<file path="config.mk">
export PLATFORM = sky130hd
export DESIGN_NAME = ps2_key_fifo
export DESIGN_NICKNAME = d
export VERILOG_FILES = /design/src/rtl/ps2_pkg.sv /design/src/rtl/sync_fifo.sv /design/src/rtl/ps2_key_fifo.sv
export SDC_FILE = /design/constraint.sdc
export NUM_CORES = 1
export LEC_CHECK = 0
export ABC_AREA = 1
export CAP_MARGIN = 10
export CORE_ASPECT_RATIO = 1.5
export CORE_MARGIN = 2
export CORE_UTILIZATION = 40
export CTS_CLUSTER_SIZE = 24
export DETAILED_ROUTE_END_ITERATION = 12
export DONT_BUFFER_PORTS = 1
export GPL_TIMING_DRIVEN = 0
export PLACE_DENSITY = 0.54
export SYNTH_ARGS = -nofsm -noshare
export SYNTH_HDL_FRONTEND = slang
export SYNTH_SLANG_ARGS = --single-unit
</file>
<file path="constraint.sdc">
create_clock -name clk -period 2.85 [get_ports clk]
set_clock_uncertainty 0.2 [all_clocks]
set_input_delay 0.7125 -clock clk [delete_from_list [all_inputs] [get_ports clk]]
set_output_delay 0.7125 -clock clk [all_outputs]
set_load 0.05 [all_outputs]
</file>
<file path="src/rtl/ps2_pkg.sv">
// ps2_pkg: definitions shared by the PS/2 keyboard path.
//   - dec_state_t : scan-code decoder state encoding
//   - PS2_BREAK / PS2_EXT / PS2_PAUSE : set-2 prefix bytes
//   - is_ignored() : controller/status bytes that never form a key event
//   - EV_RELEASE / EV_EXT and make_event() : 16-bit key event layout
//     {release, extended, 6'b0, code[7:0]}
package ps2_pkg;

  typedef enum logic [2:0] {
    IDLE,
    BRK,
    EXT,
    EXT_BRK,
    SKIP
  } dec_state_t;

  localparam logic [7:0] PS2_BREAK = 8'hF0;
  localparam logic [7:0] PS2_EXT   = 8'hE0;
  localparam logic [7:0] PS2_PAUSE = 8'hE1;

  // Pause/Break emits E1 followed by seven more bytes that carry no key.
  localparam logic [2:0] PAUSE_SKIP_LEN = 3'd7;

  localparam int EV_RELEASE = 15;
  localparam int EV_EXT     = 14;

  // Error/ack/self-test bytes the keyboard may emit outside a key sequence.
  function automatic logic is_ignored(input logic [7:0] code);
    return code inside {8'h00, 8'hFF, 8'hAA, 8'hFA, 8'hFE};
  endfunction

  function automatic logic [15:0] make_event(input logic       rel,
                                             input logic       ext,
                                             input logic [7:0] code);
    logic [15:0] ev;
    ev             = {8'h00, code};
    ev[EV_RELEASE] = rel;
    ev[EV_EXT]     = ext;
    return ev;
  endfunction

endpackage

</file>
<file path="src/rtl/sync_fifo.sv">
// sync_fifo: single-clock circular FIFO with first-word-fall-through read.
//   clk, rst_n : clock, asynchronous active-low reset
//   push, din  : write din at the clock edge (accepted when not full, or when
//                full and a pop happens in the same cycle)
//   pop        : retire the head entry (ignored when empty)
//   dout       : head entry, combinational; all zeros when empty
//   full, empty, count : status; count ranges 0..DEPTH
module sync_fifo #(
  parameter  int WIDTH = 16,
  parameter  int DEPTH = 16,
  localparam int AW    = $clog2(DEPTH)
) (
  input  logic             clk,
  input  logic             rst_n,
  input  logic             push,
  input  logic [WIDTH-1:0] din,
  input  logic             pop,
  output logic [WIDTH-1:0] dout,
  output logic             full,
  output logic             empty,
  output logic [AW:0]      count
);

  localparam logic [AW:0] FULL_CNT = (AW + 1)'(DEPTH);

  logic [WIDTH-1:0] mem [DEPTH];
  logic [AW-1:0]    wr_ptr;
  logic [AW-1:0]    rd_ptr;
  logic             do_push;
  logic             do_pop;

  assign full  = (count == FULL_CNT);
  assign empty = (count == '0);

  // A full FIFO still takes a write when the head leaves in the same cycle.
  assign do_pop  = pop && !empty;
  assign do_push = push && (!full || do_pop);

  // NOTE: sequential state uses non-blocking (<=) so every register samples
  // pre-edge values; blocking here would create order-dependent races.
  always_ff @(posedge clk or negedge rst_n) begin
    if (!rst_n) begin
      wr_ptr <= '0;
      rd_ptr <= '0;
      count  <= '0;
    end else begin
      if (do_push) wr_ptr <= wr_ptr + 1'b1;
      if (do_pop)  rd_ptr <= rd_ptr + 1'b1;
      case ({do_push, do_pop})
        2'b10:   count <= count + 1'b1;
        2'b01:   count <= count - 1'b1;
        default: count <= count;
      endcase
    end
  end

  // NOTE: storage is deliberately not reset; entries are only visible through
  // count/rd_ptr, and an unreset array maps onto plain RAM.
  always_ff @(posedge clk) begin
    if (do_push) mem[wr_ptr] <= din;
  end

  assign dout = empty ? '0 : mem[rd_ptr];

endmodule

</file>
<file path="src/rtl/ps2_key_fifo.sv">
// ps2_key_fifo: decodes a PS/2 set-2 scan-code byte stream into 16-bit key
// events {release, extended, 6'b0, code} and queues them for the CPU.
//   clk        : system clock
//   reset      : asynchronous, active-low reset
//   byte_valid : one-cycle strobe, byte_data holds a received frame
//   byte_data  : received scan-code byte
//   parity_err : frame was bad; byte dropped and decoder resynchronised
//   ren        : pop the head event at this clock edge
//   data       : head event (FWFT), 16'h0000 when empty
//   ready      : FIFO non-empty
//   overflow   : sticky, an event was dropped on a full FIFO
//   count      : occupancy 0..DEPTH
// Build option: define PS2_KEY_BREAK_EN to queue release events; otherwise
// break sequences are consumed silently and only make events are queued.
module ps2_key_fifo
  import ps2_pkg::*;
#(
  parameter  int DEPTH = 16,
  localparam int AW    = $clog2(DEPTH)
) (
  input  logic        clk,
  input  logic        reset,
  input  logic        byte_valid,
  input  logic [7:0]  byte_data,
  input  logic        parity_err,
  input  logic        ren,
  output logic [15:0] data,
  output logic        ready,
  output logic        overflow,
  output logic [AW:0] count
);

`ifdef PS2_KEY_BREAK_EN
  localparam logic BREAK_EN = 1'b1;
`else
  localparam logic BREAK_EN = 1'b0;
`endif

  dec_state_t  state, next_state;
  logic [2:0]  skip_cnt, next_skip;
  logic        push;
  logic [15:0] ev;
  logic        fifo_full;
  logic        fifo_empty;
  logic        good_byte;

  assign good_byte = byte_valid && !parity_err;

  // State register.
  always_ff @(posedge clk or negedge reset) begin
    if (!reset) begin
      state    <= IDLE;
      skip_cnt <= '0;
    end else begin
      state    <= next_state;
      skip_cnt <= next_skip;
    end
  end

  // Next-state logic. A bad frame abandons whatever sequence was in flight.
  always_comb begin
    // NOTE: every output of a combinational block gets a default first;
    // a path that leaves one unassigned would infer a latch.
    next_state = state;
    next_skip  = skip_cnt;
    if (byte_valid && parity_err) begin
      next_state = IDLE;
      next_skip  = '0;
    end else if (byte_valid) begin
      case (state)
        IDLE: begin
          if (byte_data == PS2_BREAK)      next_state = BRK;
          else if (byte_data == PS2_EXT)   next_state = EXT;
          else if (byte_data == PS2_PAUSE) begin
            next_state = SKIP;
            next_skip  = PAUSE_SKIP_LEN;
          end
        end
        EXT:          next_state = (byte_data == PS2_BREAK) ? EXT_BRK : IDLE;
        BRK, EXT_BRK: next_state = IDLE;
        SKIP: begin
          // Guard on <=1 so a zero count can never strand the decoder here.
          if (skip_cnt <= 3'd1) begin
            next_state = IDLE;
            next_skip  = '0;
          end else begin
            next_skip = skip_cnt - 3'd1;
          end
        end
        default: begin
          next_state = IDLE;
          next_skip  = '0;
        end
      endcase
    end
  end

  // Output logic: which byte completes an event, and its flags.
  always_comb begin
    push = 1'b0;
    ev   = make_event(1'b0, 1'b0, byte_data);
    if (good_byte) begin
      case (state)
        IDLE: push = !(byte_data inside {PS2_BREAK, PS2_EXT, PS2_PAUSE}) &&
                     !is_ignored(byte_data);
        EXT: begin
          push = (byte_data != PS2_BREAK);
          ev   = make_event(1'b0, 1'b1, byte_data);
        end
        BRK: begin
          push = BREAK_EN;
          ev   = make_event(1'b1, 1'b0, byte_data);
        end
        EXT_BRK: begin
          push = BREAK_EN;
          ev   = make_event(1'b1, 1'b1, byte_data);
        end
        default: push = 1'b0;
      endcase
    end
  end

  sync_fifo #(
    .WIDTH (16),
    .DEPTH (DEPTH)
  ) u_fifo (
    .clk   (clk),
    .rst_n (reset),
    .push  (push),
    .din   (ev),
    .pop   (ren),
    .dout  (data),
    .full  (fifo_full),
    .empty (fifo_empty),
    .count (count)
  );

  assign ready = !fifo_empty;

  // A full FIFO is never empty, so ren alone decides whether room opens up.
  always_ff @(posedge clk or negedge reset) begin
    if (!reset)                          overflow <= 1'b0;
    else if (push && fifo_full && !ren)  overflow <= 1'b1;
  end

endmodule

</file>
# Word-level counts from Yosys, hierarchy flattened
# Memory sizes are Yosys's and may differ from the RTL's.
# Cells that the tools add are included.
[word_totals]
regBits = 20
mem_bits_rw = 256
input_bits = 13
output_inout_bits = 23
word_cells = 81
memories = 1
[memory_table]
columns = ["memory", "depth", "word_bits", "rd", "rd_ports_with_merged_regs", "write_ports", "line", "rtl"]
rows = [
  ["u_fifo.mem", 16, 16, 1, 0, 1, "sync_fifo.sv:26", "logic [WIDTH-1:0] mem [DEPTH];"],
]
[op_classes]
add_sub_neg = 5
n_lt_le_gt_ge = 1
eq_ne = 21
muxes = 23
reduce_logical = 24
[ops]
columns = ["cell", "n"]
rows = [
  ["8-bit equality test (second input constant)", 7],
  ["16-bit one-hot mux with 3 select lines", 1],
  ["3-bit 2-to-1 mux", 12],
  ["16-bit 2-to-1 mux", 2],
  ["3-bit one-hot mux with 3 select lines", 2],
  ["3-bit != test (second input constant)", 4],
  ["5-bit one-hot mux with 2 select lines", 1],
  ["4-bit by 1-bit adder with 4-bit output (second input constant)", 2],
  ["8-bit logical NOT", 1],
  ["8-bit != test (second input constant)", 1],
  ["1-bit logical AND", 7],
  ["3-bit by 2-bit equality test with 1-bit output (second input constant)", 2],
  ["1-bit logical NOT", 6],
  ["5-bit by 1-bit adder with 5-bit output (second input constant)", 1],
  ["5-bit equality test (second input constant)", 1],
  ["5-bit logical NOT", 1],
  ["5-bit != test (second input constant)", 1],
  ["5-bit AND reduction", 1],
  ["5-bit nonzero test", 1],
  ["5-bit by 1-bit subtractor with 5-bit output (second input constant)", 1],
  ["2-bit nonzero test", 2],
  ["3-bit by 1-bit equality test with 1-bit output (second input constant)", 1],
  ["3-bit equality test (second input constant)", 1],
  ["3-bit by 1-bit <= comparator with 1-bit output (second input constant)", 1],
  ["12 further kinds", 14],
]

# Logic depth before layout (Yosys ltp)
# Gate-level depths: netlist of the first run.
[logic_depth]
ltp_word = 9
depth_mapped = 20
ltp_nobuf = 20

# Hierarchy
# A second synthesis of the first run with hierarchy kept.
[unflattened]
cells_unflattened = 1057
hier_area_um2 = 11761.3
[modules_own_cells]
columns = ["module", "n_inst", "cells_per_inst", "area_per_inst_um2", "seq_area_each_um2"]
rows = [
  ["sync_fifo", 1, 946, 11064.4, 8012.7],
  ["ps2_key_fifo", 1, 111, 696.9, 175.2],
]

# Worst setup path before layout of the first run
# No wires, ideal clock.
[synth_path]
path_type = "reg2reg"
startpoint = "register u_fifo.count[0]"
endpoint = "register u_fifo.count[4]"
arrival_ns = 2.618
required_time_ns = 2.536
slack_ns = -0.081
stages_incl_launch_ff = 17
period_less_slack_ns = 2.931
path_cell_list = "dfrtp_1 > nor2_1 > nand3_2 > nor2_2 > inv_2 > nand2_2 > inv_1 > nand2_4 > inv_1 > ha_1 > a21o_1 > a31oi_1 > inv_1 > nand2_1 > nand3_1 > nand2_1 > inv_1"
[synth_between]
elab_chain_cells = 7
word_cells_on_any_way = 13
classes_between = "add/sub (2); eq/ne (3); mux (1); reduce/logical (7)"
[synth_rtl]
columns = ["item", "line", "rtl"]
rows = [
  ["start, declared", "sync_fifo.sv:21", "output logic [AW:0] count"],
  ["start signal, assigned", "sync_fifo.sv:50", "2'b10: count <= count + 1'b1;"],
  ["start signal, assigned", "sync_fifo.sv:51", "2'b01: count <= count - 1'b1;"],
  ["start signal, assigned", "sync_fifo.sv:52", "default: count <= count;"],
  ["5-bit logical NOT (*)", "sync_fifo.sv:33", "assign empty = (count == '0);"],
  ["1-bit logical NOT (*)", "n/a", ""],
  ["named net ready", "ps2_key_fifo.sv:28", "output logic ready,"],
  ["1-bit logical AND (*)", "sync_fifo.sv:36", "assign do_pop = pop && !empty;"],
  ["1-bit logical OR", "sync_fifo.sv:37", "assign do_push = push && (!full || do_pop);"],
  ["1-bit logical AND", "sync_fifo.sv:37", ""],
  ["2-bit by 1-bit equality test with 1-bit output / 2-bit equality test (equally long branches)", "sync_fifo.sv:49", "case ({do_push, do_pop})"],
  ["5-bit one-hot mux with 2 select lines / 2-bit nonzero test (equally long branches)", "n/a", ""],
]
# Mark *: on every way through the listed nets, which the timed path passes. The rest lies on a longest branch.
# A chain may end at the register's enable or synchronous reset.

# Final worst setup path of the first run
[layout_path]
startpoint = "register u_fifo.rd_ptr[1]"
endpoint = "output port data[1]"
[layout_between]
elab_chain_cells = 2
[layout_rtl]
columns = ["item", "line", "rtl"]
rows = [
  ["start, declared", "sync_fifo.sv:28", "logic [AW-1:0] rd_ptr;"],
  ["start signal, assigned", "sync_fifo.sv:48", "if (do_pop) rd_ptr <= rd_ptr + 1'b1;"],
  ["memory 16 x 16 bit", "n/a", ""],
  ["16-bit 2-to-1 mux", "sync_fifo.sv:63", "assign dout = empty ? '0 : mem[rd_ptr];"],
  ["end, declared", "ps2_key_fifo.sv:27", "output logic [15:0] data,"],
]
# No other way between the ends.

==> results.toml, run 1 <==
[status]
status = "finished, violations left"
violations = "setup timing"

[placed_design]
postPlaceCellArea_um2 = 8100
hpwl_um = 14200
gp_congestion = 0.821
io_buffers = 0

[global_route]
grtUsageMet3 = 0.0390
grt_pass1_wl_um = 32300
grt_max_degree = 21
antenna_found_initial = 0
grt_pass1_vias = 5352
grt_busiest_layer = "met2"
grt_use_met2 = 0.383
grt_overflow = 0
grt.total_usage = 0.214
use_met1 = 0.249

[layout]
layout.nets = 710
drive_above_1_share = 0.294
diodes = 0
area_growth_pct = 28.2
finish.instance_area_um2 = 9900

[worst_setup_path]
worst_ep_required_time_ns = 1.94
end_kind = "primary output"
cp_top_family = "compound AO/OA/AOI/OAI gates"
crit_chain = "inv_4 -> buf_12 -> buf_8 -> o21ai_0 -> o221ai_2 -> nand3_2 -> a21oi_4"
worst_path_max_delay_cell = "dfrtp_2"
cp-start-kind = "flip-flop"
max_stage_delay_ns = 0.49
criticalPathCategory = "flip-flop to primary output"
path_buf_inv = 3
r2r_slack_ns = 0.11
cp_max_fo = 7
cp.arrival_ns = 2.22

[floorplan]
ioPinCount = 36
initial_core_util = 0.406
row_count = 62
die-width_um = 117
die_area_um2 = 20400
die_h_um = 174
core_area_um2 = 19000

[timing]
maxSlewViolCount = 0
rsz0062_at_grt = "true"
tns_ns = -2.43
worst_slack_ns = -0.281
post-route-min-period_ns = 3.13
hold_viol = 0
fmax_mhz = 319
setup_viol = 10
timing.slew.headroom = 0.281
worst_pin_slew_ns = 1.07
fin_crit_sh = 1.10

[clock_network]
cts.sinks = 180
clk_path_buf_depth = 2
cts_buffers = 17
clk_latency_ns = 0.43
cts_max_level = 4
cts_root_buf = "clkbuf_16"
clk_pin_slew_ns = 0.07
cts_tree = "done"

[routing]
routed-via-count = 5344
wirelength_um = 22000
postRouteAntennaNets = 0
drc = 0
drt_pass1_iterations = 5
wire_per_inst_um = 23.0
vias_per_cell = 5.59
drt_iter0_drc = 410

[logic_synthesis]
yosysTopAreaCellShare = 0.622
ys_types = 37
synth_top_family_by_area = "compound AO/OA/AOI/OAI gates"
synth.most_common_cell = "edfxtp_1"
syn_area_um2 = 7720
ys_ff_latch = 180
synth_xor_area_frac = 0.0122
synth_compound_area_frac = 0.123
ys_seq_area_frac = 0.687
yosys_warnings = 0
synth_area_per_cell_um2 = 12.0
synth_area_leaders = "edfxtp_1 (62%), dfrtp_1 (6.5%), nor2_1 (5.9%)"
synth.area.mux_share = 0
yosys.area.top_type = "edfxtp_1"
synthTopCellsByCount = "edfxtp_1 (160), nor2_1 (122), o21ai_0 (88)"
synth_adder_area_share = 0.0172
async_reset_ff_frac = 0.111
syn_inst = 641
yosys.area_share.simple = 0.119
synthFlopType = "edfxtp_1"
synth-edff-count = 160

[power_and_ir_drop]
p_per_area_nw_per_um2 = 1130
leakagePower_nw = 3.40
ir_drop_v = 0.000590

[run]
max-cap-violations = 0

[hold_path]
min_path_type = "input pin to flip-flop"
[final cells by class]
cell class / instances / area, µm²
fill: 1597 / 9100
clock inverter: 15 / 200
buffer: 39 / 432
sequential: 180 / 5320
tap: 256 / 320
clock buffer: 17 / 425
timing repair inverter: 1 / 16.3
timing repair buffer: 21 / 362
inverter: 35 / 159
multi-input combinational: 392 / 2670
[sequential cells by signal, summed over array words and instances, names as in the netlist]
name and count:
overflow 1, skip_cnt 3, state 3, u_fifo.count 5, u_fifo.mem 160, u_fifo.rd_ptr 4
u_fifo.wr_ptr 4
[power by group]
part / leakage, nW / internal [mW] / total, mW / switching (mW)
logic: 1.43 / 1.92 / 5.31 / 3.39
clock network: 0.298 / 1.47 / 2.50 / 1.03
registers: 1.67 / 3.07 / 3.40 / 0.336
[cells in the final DEF (no fill, tap or decap), drive strengths merged, types with 3 or more instances in the layout]
master	synthesis	routed
conb	1	6
clkinv	0	6
clkbuf	22	31
nand2	46	46
inv	35	38
o21ai	93	93
clkinvlp	0	3
nor2	126	126
o22ai	7	7
ha	9	9
dfrtp	20	20
edfxtp	160	160
xor2	9	9
a21oi	22	22
nor3	3	3
buf	17	45
bufinv	0	4
nand3	28	28
o221ai	34	34
[what timing repair did]
| action | CTS | global route |
|---|---|---|
| setup endpoints to repair | 173 | 131 |
| hold endpoints to repair | 20 | 0 |
| cloned | 3 | 4 |
| buffers inserted | 4 | 9 |
| gates resized for setup | 157 | 101 |
| pin swaps | 26 | 51 |
| hold buffers | 1 | 0 |
[path summary, 6_finish.rpt]
| check | from | endpoint | cells past startpoint |
|---|---|---|---|
| worst max register to register | u_fifo.count[0] | u_fifo.count[4] | 17 |
| worst min register to register | skip_cnt[2] | skip_cnt[2] | 2 |
| min in group asynchronous | reset | skip_cnt[1] | 1 |
| max in group asynchronous | reset | u_fifo.count[0] | 1 |
| worst max-delay path | u_fifo.rd_ptr[1] | data[1] | 7 |
| worst min-delay path | byte_data[5] | u_fifo.mem[0][5] | 0 |
[stage by stage]
| stage | utilization | total power [mW] | setup WS (ns) | cells | hold slack [ns] |
|---|---|---|---|---|---|
| 4_1_cts | 0.494 | 10.5 | -0.308 | 943 | 0.159 |
| 3_3_place_gp | 0.425 | 6.90 | -0.721 | 902 | 0.218 |
| 3_5_place_dp | 0.426 | 6.99 | -0.731 | 903 | 0.218 |
| 2_1_floorplan | - | 5.94 | -0.0230 | 646 | 0.217 |
| 6_report | 0.521 | 11.2 | -0.281 | 956 | 0.171 |
| 5_1_grt | 0.521 | 11.6 | -0.351 | 956 | 0.155 |
[per-layer routing]
| layer | wire [µm] | vias to the layer above |
|---|---|---|
| li1 | - | 2416 |
| met2 | 11800 | 172 |
| met3 | 1010 | 40 |
| met4 | 734 | 0 |
| met1 | 8430 | 2716 |
| met5 | 0 | - |
[kinds of logic (layout without fill, tap and decap cells)]
| group | Yosys count | after routing |
|---|---|---|
| adders and majority gates | 10 | 10 |
| xor gates and xnor gates | 9 | 9 |
| DFF | 180 | 180 |
| buffers and inverters | 74 | 128 |
| AOI/OAI and AO/OA | 160 | 160 |
| other | 1 | 6 |
| and+or+nand+nor | 207 | 207 |
Power figures use the tool's default switching activity.
==> run 2, diff against run 1 <==
- CAP_MARGIN: 10 -> 20
- CORE_UTILIZATION: 40 -> 54
- PLACE_DENSITY: 0.54 -> 0.69
==> run 2 against run 1 <==
Against the previous run:
- the run still ends with setup timing left
- register-to-register slack got worse by 0.11 ns
- utilization grew 16 points
- non-clock buffer count shrank 15
- count of clock-buffer cells in the layout is 3 higher
- critical path depth is the same
- routed wire length decreased by 4.1%
- clock power fell by 8%
- flip-flop and latch count unchanged
==> results.toml, run 2 (synthesis results as in run 1) <==
[status]
status = "finished, violations left"
violations = "setup timing"

[clock_network]
cts_tree = "done"
clk_path_buf_depth = 2
cts_root_buf = "clkbuf_16"
cts.sinks = 180
clk_latency_ns = 0.43
cts_buffers = 17
cts_max_level = 4
clk_pin_slew_ns = 0.07

[worst_setup_path]
cp-start-kind = "flip-flop"
r2r_slack_ns = 0
worst_ep_required_time_ns = 1.94
reg2reg_to = "u_fifo.count[4]"
cp_max_fo = 10
rr_worst_depth = 16
max_stage_delay_ns = 0.44
end_kind = "primary output"
worst_path_max_delay_cell = "dfrtp_2"
crit_chain = "buf_12 -> clkinv_8 -> clkbuf_16 -> o21ai_1 -> o221ai_2 -> nand3_2 -> a21oi_4"
r2r-start = "u_fifo.count[1]"
criticalPathCategory = "flip-flop to primary output"
cp.arrival_ns = 2.27

[timing]
fin_crit_sh = 1.12
setup_viol = 10
timing.slew.headroom = 0.326
whs_ns = 0.169
post-route-min-period_ns = 3.18
worst_pin_slew_ns = 1.01
worst_slack_ns = -0.331
hold_viol = 0
rsz0062_at_grt = "true"
fmax_mhz = 314
maxSlewViolCount = 0

[global_route]
grt_max_degree = 21
grt_use_met2 = 0.482
grt_busiest_layer = "met2"
grt_pass1_wl_um = 30900
use_met1 = 0.329
grtUsageMet3 = 0.0497
grt_overflow = 0
grt.total_usage = 0.282
grt_pass1_vias = 5367
antenna_found_initial = 0

[layout]
largest_reg_flops = 160
diodes = 0
layout.nets = 695
top_register = "u_fifo.mem"
fin_util = 0.680
reg_top3 = "u_fifo.mem x160, u_fifo.count x5"
final_cells = 877
finish.instance_area_um2 = 9520
final_common_cell = "edfxtp_1"
area_growth_pct = 23.3
final_cell_mix = "edfxtp_1 (160), nor2_1 (101), o21ai_0 (72)"
drive_above_1_share = 0.285

[power_and_ir_drop]
ir_drop_v = 0.000723
p_per_area_nw_per_um2 = 1130
finalPower_mw = 10.7
leakagePower_nw = 3.25

[floorplan]
die_h_um = 150
core_area_um2 = 14000
die-width_um = 102
ioPinCount = 36
initial_core_util = 0.552
row_count = 53
die_area_um2 = 15300

[routing]
drc = 0
wirelength_um = 21100
routed-via-count = 5416
vias_per_cell = 6.18
drt_iter0_drc = 688
postRouteAntennaNets = 0
drt_pass1_iterations = 6
wire_per_inst_um = 24.1

[placed_design]
dp_cells = 839
io_buffers = 0
gp_congestion = 0.972
hpwl_um = 13400
postPlaceCellArea_um2 = 8020

[hold_path]
min_to = "u_fifo.mem[1][6]"
min_path_cells = 0
min_path_type = "input pin to flip-flop"
hold_start = "byte_data[6]"

[run]
max-cap-violations = 0
run 2: cell types whose count changed in the layout (fill, tap and decap cells not counted), moves of 6 or more:
| cell | previous run | this run |
|---|---|---|
| buf_12 | 13 | 4 |
| o221ai_1 | 21 | 10 |
| o221ai_2 | 13 | 23 |
| nor2_2 | 3 | 9 |
| o21ai_0 | 64 | 72 |
run 2: per-layer routing:
| layer | up-vias | wire length [µm] |
|---|---|---|
| li1 | 2379 | - |
| met1 | 2717 | 7450 |
| met2 | 257 | 11200 |
| met3 | 63 | 1320 |
| met4 | 0 | 1130 |
| met5 | - | 0 |
run 2: how the worst max path moves through the flow:
stage	startpoint	end	slack [ns]
final	u_fifo.rd_ptr[0]	data[3]	-0.33
after floorplan	u_fifo.rd_ptr[0]	data[5]	-0.02
after CTS	u_fifo.rd_ptr[0]	data[5]	-0.26
after detailed placement	u_fifo.rd_ptr[0]	data[5]	-0.77
after global routing	u_fifo.rd_ptr[0]	data[0]	-0.32
after global placement	u_fifo.rd_ptr[0]	data[1]	-0.71
run 2: area by class of cell:
class                      count  area (µm²)
fill                         935        4470
clock buffer                  20         447
sequential                   180        5320
multi-input combinational    392        2700
tap                          192         240
timing repair inverter         1        16.3
buffer                        38         403
clock inverter                12         131
inverter                      35         158
timing repair buffer           7         106
run 2: stage by stage:
stage | setup WS (ns) | setup TNS, ns
after floorplan | -0.0230 | -0.114
after global placement | -0.711 | -68.19
after detailed placement | -0.769 | -68.01
after CTS | -0.260 | -2.32
after global routing | -0.322 | -3.00
final | -0.331 | -2.51
run 2: timing repair:
item                                    CTS  global route
buffers inserted                          0             2
resized for setup                       151            84
hold buffers                              1             0
endpoints found under the setup margin  172            72
pin swaps                                19            43
hold endpoints to repair                 20             0
cloned                                    0             4
run 2: critical path, delay by kind of cell, from the launching register on:
kind,cells,cell delay [ns]
AO/OA/AOI/OAI,3,0.82
flip-flops,1,0.44
buffers and inverters,3,0.38
AND/OR/NAND/NOR,1,0.16
run 2: power by group:
part / switching (mW) / leakage, nW / internal [mW]
Sequential: 0.364 / 1.67 / 3.07
Combinational: 3.35 / 1.30 / 1.66
Clock: 0.990 / 0.285 / 1.32
==> run 3, diff against run 2 <==
- CAP_MARGIN: 20 -> 15
- HOLD_SLACK_MARGIN: default -> 0.02
==> results of run 3 <==
No change in the layout: final DEF, timing and power equal those of run 2.
